$ cat src/rtl/instr_fetch.sv
// ============================================================================
// instr_fetch -- multicycle instruction fetch stage feeding instr_decoder.
//
// Holds the program counter, issues one word read per instruction on a
// valid/ready instruction-memory port, registers the returned word and hands
// it to the decoder with a one-cycle ce pulse. It then waits for the execute
// side to retire the instruction. On retire the PC advances to PC+4 or to a
// redirect target, and the retired-instruction counter increments.
//
// Handshake semantics (both memory channels): a transfer happens on a rising
// edge where the sender's valid and the receiver's ready are both high.
// imem_req_valid stays high, with imem_addr stable, until imem_req_ready is
// seen. There is no response-side ready: the fetch stage always accepts
// imem_rsp_valid while in WAIT, and ignores it in every other state. At most
// one request is outstanding at any time.
//
// Optional feature (macro IFETCH_MISALIGN_TRAP_EN):
//   defined   - a retire that redirects to a non-word-aligned target moves to
//               FAULT, keeps the PC, still counts the instruction, and sets
//               fault. Only rst leaves FAULT.
//   undefined - redirect targets have bits [1:0] forced to zero. FAULT cannot
//               be reached and fault is tied low.
//
// Parameters:
//   RESET_PC        PC loaded on reset (must be word-aligned)
// Ports:
//   clk             clock, all state updates on the rising edge
//   rst             synchronous active-high reset
//   imem_req_valid  fetch request valid (high exactly in REQ)
//   imem_req_ready  memory accepts the request
//   imem_addr       fetch address (same as pc_out)
//   imem_rsp_valid  read data valid
//   imem_rsp_data   read data
//   instr           registered instruction word for the decoder
//   ce              decode enable, one-cycle pulse per fetched instruction
//   pc_out          PC of the instruction held in instr
//   retire          execute side finished the current instruction
//   redirect_valid  qualifies redirect_pc; only looked at together with retire
//   redirect_pc     next PC when redirecting
//   fault           sticky misaligned-redirect flag
//   instret         retired-instruction counter (wraps at 32 bits)
//   state_dbg       current FSM state encoding, for observation
// ============================================================================
module instr_fetch #(
    parameter logic [31:0] RESET_PC = 32'h0000_0000
) (
    input  logic        clk,
    input  logic        rst,
    output logic        imem_req_valid,
    input  logic        imem_req_ready,
    output logic [31:0] imem_addr,
    input  logic        imem_rsp_valid,
    input  logic [31:0] imem_rsp_data,
    output logic [31:0] instr,
    output logic        ce,
    output logic [31:0] pc_out,
    input  logic        retire,
    input  logic        redirect_valid,
    input  logic [31:0] redirect_pc,
    output logic        fault,
    output logic [31:0] instret,
    output logic [2:0]  state_dbg
);

    localparam logic [31:0] NOP_INSTR = 32'h0000_0013;

    typedef enum logic [2:0] {
        ST_REQ   = 3'd0,
        ST_WAIT  = 3'd1,
        ST_DEC   = 3'd2,
        ST_EXEC  = 3'd3,
        ST_FAULT = 3'd4
    } state_t;

    state_t      state_q, state_d;
    logic [31:0] pc_q, pc_d;
    logic [31:0] instr_q, instr_d;
    logic [31:0] instret_q, instret_d;
    logic        retire_fire;
    logic        trap_taken;
    logic [31:0] redirect_target;

    // Retire only has an effect in EXEC; everywhere else it is ignored.
    assign retire_fire = (state_q == ST_EXEC) && retire;

    // Masking the low bits is harmless when the trap is enabled, because a
    // redirect that does not trap is already aligned.
    assign redirect_target = redirect_pc & 32'hFFFF_FFFC;

`ifdef IFETCH_MISALIGN_TRAP_EN
    assign trap_taken = redirect_valid && (redirect_pc[1:0] != 2'b00);
    assign fault      = (state_q == ST_FAULT);
`else
    assign trap_taken = 1'b0;
    assign fault      = 1'b0;
`endif

    // ------------------------------------------------------------------
    // State and datapath registers
    // ------------------------------------------------------------------
    always_ff @(posedge clk) begin
        if (rst) begin
            state_q   <= ST_REQ;
            pc_q      <= RESET_PC;
            instr_q   <= NOP_INSTR;
            instret_q <= 32'd0;
        end else begin
            state_q   <= state_d;
            pc_q      <= pc_d;
            instr_q   <= instr_d;
            instret_q <= instret_d;
        end
    end

    // ------------------------------------------------------------------
    // Next-state logic
    // ------------------------------------------------------------------
    always_comb begin
        state_d = state_q;
        case (state_q)
            ST_REQ:   if (imem_req_ready) state_d = ST_WAIT;
            ST_WAIT:  if (imem_rsp_valid) state_d = ST_DEC;
            ST_DEC:   state_d = ST_EXEC;
            ST_EXEC: begin
                if (retire) begin
                    if (trap_taken) state_d = ST_FAULT;
                    else            state_d = ST_REQ;
                end
            end
            ST_FAULT: state_d = ST_FAULT;
            default:  state_d = ST_REQ;
        endcase
    end

    // ------------------------------------------------------------------
    // Datapath next values: instruction capture, PC advance, counter
    // ------------------------------------------------------------------
    always_comb begin
        pc_d      = pc_q;
        instr_d   = instr_q;
        instret_d = instret_q;

        if ((state_q == ST_WAIT) && imem_rsp_valid) begin
            instr_d = imem_rsp_data;
        end

        if (retire_fire) begin
            // A trapping retire still counts, but leaves the PC where it was.
            instret_d = instret_q + 32'd1;
            if (!trap_taken) begin
                pc_d = redirect_valid ? redirect_target : (pc_q + 32'd4);
            end
        end
    end

    // ------------------------------------------------------------------
    // Outputs decoded from state and registers
    // ------------------------------------------------------------------
    always_comb begin
        imem_req_valid = (state_q == ST_REQ);
        ce             = (state_q == ST_DEC);
        imem_addr      = pc_q;
        pc_out         = pc_q;
        instr          = instr_q;
        instret        = instret_q;
        state_dbg      = state_q;
    end

endmodule

$ cat config.mk
export PLATFORM = sky130hd
export DESIGN_NAME = instr_fetch
export DESIGN_NICKNAME = d
export VERILOG_FILES = /design/src/rtl/instr_fetch.sv
export SDC_FILE = /design/constraint.sdc
export NUM_CORES = 1
export LEC_CHECK = 0
export BUFFER_PORTS_ARGS = -buffer_cell sky130_fd_sc_hd__buf_2
export CAP_MARGIN = 20
export CORE_MARGIN = 4
export CORE_UTILIZATION = 45
export DETAILED_ROUTE_END_ITERATION = 10
export GPL_TIMING_DRIVEN = 0
export HOLD_SLACK_MARGIN = 0.05
export PLACE_DENSITY = 0.8
export SLEW_MARGIN = 20
export SYNTH_ARGS = -nofsm -noshare
export SYNTH_HDL_FRONTEND = slang
export SYNTH_SLANG_ARGS = --single-unit
export TNS_END_PERCENT = 1
$ cat constraint.sdc
create_clock -name clk -period 4.3 [get_ports clk]
set_clock_uncertainty 0.2 [all_clocks]
set_input_delay 0.86 -clock clk [delete_from_list [all_inputs] [get_ports clk]]
set_output_delay 0.86 -clock clk [all_outputs]
set_load 0.01 [all_outputs]
Word level (Yosys, flattened, before mapping) --
Cells that the tools add are included.
Cells by class: add/subtract/negate cells 2, equality and inequality tests 7, multiplexer cells 5, reductions and logical operators 4
Operators by type and width (number):
- adder 32 x 1 -> 32 bit, second input constant | 1
- adder 32 x 3 -> 32 bit, second input constant | 1
- two-way mux 32 bit | 1
- case mux 3 bit (5 select lines) | 1
- two-way mux 3 bit | 3
- == test 3 x 2 -> 1 bit, second input constant | 2
- inequality test 2 bit, second input constant | 2
- == test 3 x 1 -> 1 bit, second input constant | 1
- == test 3 bit, second input constant | 1
- zero test 3 bit | 1
- AND reduction 3 bit | 1
- logical AND 1 bit | 2
- inequality test 2 x 1 -> 1 bit, second input constant | 1
Word-level totals: register bits 99, output and inout bits 134

Longest topological paths before layout --
word-level depth 3, mapped depth 7, depth with buffers taken out 6

Worst setup path before layout --
Ideal clock, no wire load.
kind input port to flip-flop, start input port retire, end register instret_q[31] (netlist: instret[31]), data arrival time 2261 ps, setup slack 1769 ps, stages 6, path buffers 1, cells stage by stage and4b_1 nand4_1 or3_1 buf_2 or4_1 a21oi_1
Between the ends: longest elaborated chain between the ends 1
RTL lines:
- from (decl) | line 57 | input logic retire,
- logical AND 1 bit | line 84 | assign retire_fire = (state_q == ST_EXEC) && retire;
- to (signal assigned) | line 111 | instret_q <= instret_d;
- to (decl) | line 78 | logic [31:0] instret_q, instret_d;
No other way between the ends. A chain may end at the register's enable or synchronous reset.

Final worst setup path --
start register pc_q[4] (netlist: imem_addr[4]), end register pc_q[31] (netlist: imem_addr[31])
Between the ends: longest elaborated chain between the ends 2
RTL lines:
- from (decl) | line 76 | logic [31:0] pc_q, pc_d;
- from (signal assigned) | line 109 | pc_q <= pc_d;
- adder 32 x 3 -> 32 bit | line 151 | pc_d = redirect_valid ? redirect_target : (pc_q + 32'd4);
- two-way mux 32 bit | line 151
No other way between the ends.

==> results by group <==
Worst setup path
  – Maximum cell stage delay along the critical path: approximately 630 ps
  – Critical Path Fanout Max: 9
  – Cell at the slowest stage of the critical path: sky130_fd_sc_hd__nor4_1
  – Startpoint class of the critical path: register
  – Number of cells on the worst reg-to-reg path: 6
  – CP required: between 4000 and 5000 ps
  – WS Path Type: register to register
  – CP Depth: 6
  – Worst setup EP type: register
  – Crit path buf inv count: 1
  – Largest delay contributor family on the critical path: simple AND/OR/NAND/NOR gates
  – Reg-to-reg setup timing slack: 1650 ps
  – Cell chain of the critical path: clkbuf_1, and4_1, nand2_1, nor4_1, a31oi_1, or3_1
  – WP data arrival: roughly 2700 ps

Layout
  – Antenna cell count: 0
  – Filler Cell Count: roughly 1000
  – Reg area: approximately 0.0019 mm^2
  – Share of layout cells above drive strength 1: 29.4%
  – P&R area growth vs syn: 27.7%
  – Final std cells w/o fill: roughly 990
  – Number of nets at the end of the flow: around 900
  – Multi-input combinational cell area: around 0.0025 mm^2

Timing
  – Final-report max-slew violation count: 0
  – Number of hold violations in the final report: 0
  – Top achievable clock speed: 378 MHz
  – Setup repair after global routing missed its margin: false
  – Setup Viol. Count Final: 0
  – Setup tns final: 0 ps
  – Relative slew slack: approximately 45%
  – Final period demand of the worst path: 2650 ps
  – Share of the clock period used by the worst path after layout: between 60% and 70%
  – Transition time at the pin with the least slew margin: around 820 ps

Yosys
  – Number of instances in the synthesized netlist: 638
  – Mux cell area share after synthesis: less than 1%
  – Dominant combinational cell family by area after synthesis: simple AND/OR/NAND/NOR gates
  – Simple-gate area share of the yosys netlist: a little under 30%
  – Largest cells by area after synthesis: sky130_fd_sc_hd__dfxtp_1 (40%), sky130_fd_sc_hd__nand2_1 (8.3%), sky130_fd_sc_hd__a21oi_1 (6.5%)
  – Largest area contributor in the netlist: sky130_fd_sc_hd__dfxtp_1
  – Area share of fa/ha/maj cells after synthesis: 0.510%
  – Share of synthesized area occupied by flip-flops and latches: about two fifths
  – Dominant synthesized flop cell: sky130_fd_sc_hd__dfxtp_1
  – Seq cells post-synth: 97
  – Post-synthesis area per instance: between 7 and 8 um^2
  – Area fraction in compound gates after synthesis: 16.1%
  – Mapped cell area: around 0.0049 mm^2
  – Asr flop ratio synth: 0%
  – Number of distinct standard cells referenced by the synthesized netlist: 49
  – Synth warn: 0
  – Fraction of post-synthesis cell area in the top cell type by area: 39.6%
  – Post-synth EDFFs: 0
  – Synthesized-area fraction occupied by xor and xnor cells: 3.93%

CTS
  – Clock network latency to the later pin of the worst-skew pair: between 300 and 400 ps
  – Gates resized, CTS repair: 0
  – Sink Count: 97
  – Setup Buffers After CTS: 0
  – CTS tree: built
  – Cell chosen for the clock root: sky130_fd_sc_hd__clkbuf_8
  – Hold bufs inserted after CTS: 0
  – Maximum clock insertion buffer count: 2
  – H-tree depth reported by CTS: 3
  – Total CTS buffers: 9
  – Post-CTS clock slew at the launch and capture registers of the worst setup and hold paths: approximately 100 ps

Floorplan
  – Area inside the core boundary: 0.0105 mm^2
  – Vertical die dimension: about 110 um
  – Row cnt: 37
  – Count of pins on the block boundary: between 200 and 250
  – Effective utilization at floorplan: between 40% and 50%
  – Width of the die: between 100 and 150 um
  – Die Footprint: 0.0126 mm^2

Worst hold path
  – Kind of path behind the tightest hold check: register to register
  – Number of instances on the worst hold path: 2

Placed design
  – Cell total after placement: 973
  – Post-detailed-placement half-perimeter wirelength: between 10 and 15 mm
  – Weighted congestion reported at the end of routability-driven placement: ~0.88
  – Number of port buffers: between 150 and 200

Routing
  – Vias per Instance: 5.48
  – Count of vias placed by the detailed router: about 5400
  – Remaining number of nets flagged by the antenna check after routing: 0
  – Routed wire length: roughly 16 mm
  – DRC errors left: 0
  – Starting DRC count in detailed routing: 530
  – 1st-pass router iterations: 5
  – Routed wirelength normalized by instance count: ~16 um

Global routing
  – Largest net degree at the start of global routing: 19
  – Overall overflow remaining after global route: 0
  – Vias in the first global route: 4881
  – Number of antenna violations at the first check in global routing: 1
  – Wire length of the first global-routing pass: ~24 mm
  – GRT Overall Usage: roughly a quarter

Pwr
  – Worst IR drop on VDD: 147 uV
  – Reported leakage power: 2.67 nW
  – Power per cell area: about 280 mW/mm^2

Run status
  – Status: finished clean

Flow run
  – Max-capacitance violation count: 0
[tightest hold or removal path, delay by kind of cell, from the launching register on]
kind / cells / cell delay [ps]
DFF: 1 / 320
AOI/OAI and AO/OA: 1 / 50
and+or+nand+nor: 1 / 50
[synth_stat cells (5+ instances only)]
master and number:
sky130_fd_sc_hd__nand2_1 108, sky130_fd_sc_hd__dfxtp_1 97, sky130_fd_sc_hd__a21oi_1 64, sky130_fd_sc_hd__nor2_1 46, sky130_fd_sc_hd__clkbuf_1 40, sky130_fd_sc_hd__buf_4 35, sky130_fd_sc_hd__nand3_1 23, sky130_fd_sc_hd__o21ai_0 22
sky130_fd_sc_hd__xnor2_1 20, sky130_fd_sc_hd__nor4_1 19, sky130_fd_sc_hd__nor3_1 17, sky130_fd_sc_hd__a31oi_1 15, sky130_fd_sc_hd__nand4_1 15, sky130_fd_sc_hd__or3_1 15, sky130_fd_sc_hd__and4_1 11, sky130_fd_sc_hd__inv_1 10
sky130_fd_sc_hd__a211oi_1 7, sky130_fd_sc_hd__and3_1 7, sky130_fd_sc_hd__o31ai_1 7, sky130_fd_sc_hd__nand3b_1 6, sky130_fd_sc_hd__a22oi_1 5
[power breakdown]
part           total, mW  switching [mW]  leakage [nW]  internal (mW)
clock network      0.601           0.360         0.101          0.241
registers          0.939          0.0185         0.784          0.920
logic              0.197           0.117          1.79         0.0794
[registers in the layout (all words and copies together), names as in the netlist]
signal	cells
instret	32
instr	32
imem_addr	30
state_dbg	3
[layer usage]
metal,track usage [%],up-vias,share of wire (%),wire length [um]
li1,-,2646,-,-
met1,31.9,2463,42,6560
met2,37.3,276,46,7120
met3,4.53,32,9.4,1460
met4,8.73,2,2.4,378
met5,0,-,0.077,12
[cells by family (layout without fill, tap and decap cells)]
| family | Yosys count | after routing |
|---|---|---|
| simple gates | 290 | 290 |
| xor+xnor | 22 | 22 |
| fa+ha+maj | 2 | 2 |
| buf+inv | 87 | 298 |
| other cells | 1 | 5 |
| mux | 4 | 4 |
| flops | 97 | 97 |
| compound gates | 135 | 135 |
[final cells by class]
cell class | instances | share of cell area [%]
plain buffers | 77 | 6.75
clock buffers | 10 | 2.20
clock inverters | 6 | 0.919
inverters | 10 | 0.600
multi-input cells | 458 | 40.2
flip-flops and latches | 97 | 31.0
well taps | 136 | 2.72
repair buffers | 195 | 15.6
[through the flow]
step                util (%)  power [mW]  area [um^2]  hold WS (ps)  setup WS (ps)
floorplan                  -        1.06         4920           281           1770
global placement        58.0        1.15         6070           239           1450
detailed placement      58.0        1.15         6070           244           1440
CTS                     59.8        1.75         6260           260           1670
global route            59.8        1.81         6260           276           1500
finish                  59.8        1.74         6260           258           1650
[layout by cell type (no fill, tap or decap), types with 2 or more instances in the layout]
cell                         n
sky130_fd_sc_hd__a211oi_1    7
sky130_fd_sc_hd__o21ai_0    22
sky130_fd_sc_hd__nor2b_1     4
sky130_fd_sc_hd__inv_1      10
sky130_fd_sc_hd__clkinv_4    2
sky130_fd_sc_hd__o211ai_1    4
sky130_fd_sc_hd__clkbuf_8   10
sky130_fd_sc_hd__nand3_1    23
sky130_fd_sc_hd__a22oi_1     5
sky130_fd_sc_hd__nand4_1    15
sky130_fd_sc_hd__nor3b_1     2
sky130_fd_sc_hd__o31ai_1     7
sky130_fd_sc_hd__and2_1      4
sky130_fd_sc_hd__buf_4      35
sky130_fd_sc_hd__nor3_1     17
sky130_fd_sc_hd__dfxtp_1    97
sky130_fd_sc_hd__a21oi_1    64
sky130_fd_sc_hd__a31oi_1    15
sky130_fd_sc_hd__buf_2     197
sky130_fd_sc_hd__nor4_1     19
sky130_fd_sc_hd__xnor2_1    20
sky130_fd_sc_hd__nand2_1   108
sky130_fd_sc_hd__inv_8       2
sky130_fd_sc_hd__or4_1       3
sky130_fd_sc_hd__nor2_1     46
sky130_fd_sc_hd__inv_6       2
sky130_fd_sc_hd__o32ai_1     2
sky130_fd_sc_hd__ha_1        2
sky130_fd_sc_hd__clkbuf_1   40
sky130_fd_sc_hd__conb_1      5
sky130_fd_sc_hd__xor2_1      2
sky130_fd_sc_hd__nand2b_1    3
sky130_fd_sc_hd__and4_1     11
sky130_fd_sc_hd__nand3b_1    6
sky130_fd_sc_hd__mux2i_1     4
sky130_fd_sc_hd__or3_1      15
sky130_fd_sc_hd__and3_1      7
[path summary, 6_finish.rpt]
kind | startpoint | to
worst max-delay path | imem_addr[4]$_SDFFE_PP0P_ | imem_addr[31]$_SDFFE_PP0P_
worst min register to register | instr[7]$_SDFFE_PP0P_ | instr[7]$_SDFFE_PP0P_
worst min-delay path | instr[7]$_SDFFE_PP0P_ | instr[7]$_SDFFE_PP0P_
worst max register to register | imem_addr[4]$_SDFFE_PP0P_ | imem_addr[31]$_SDFFE_PP0P_
No activity file was read; power rests on OpenSTA's default activity.
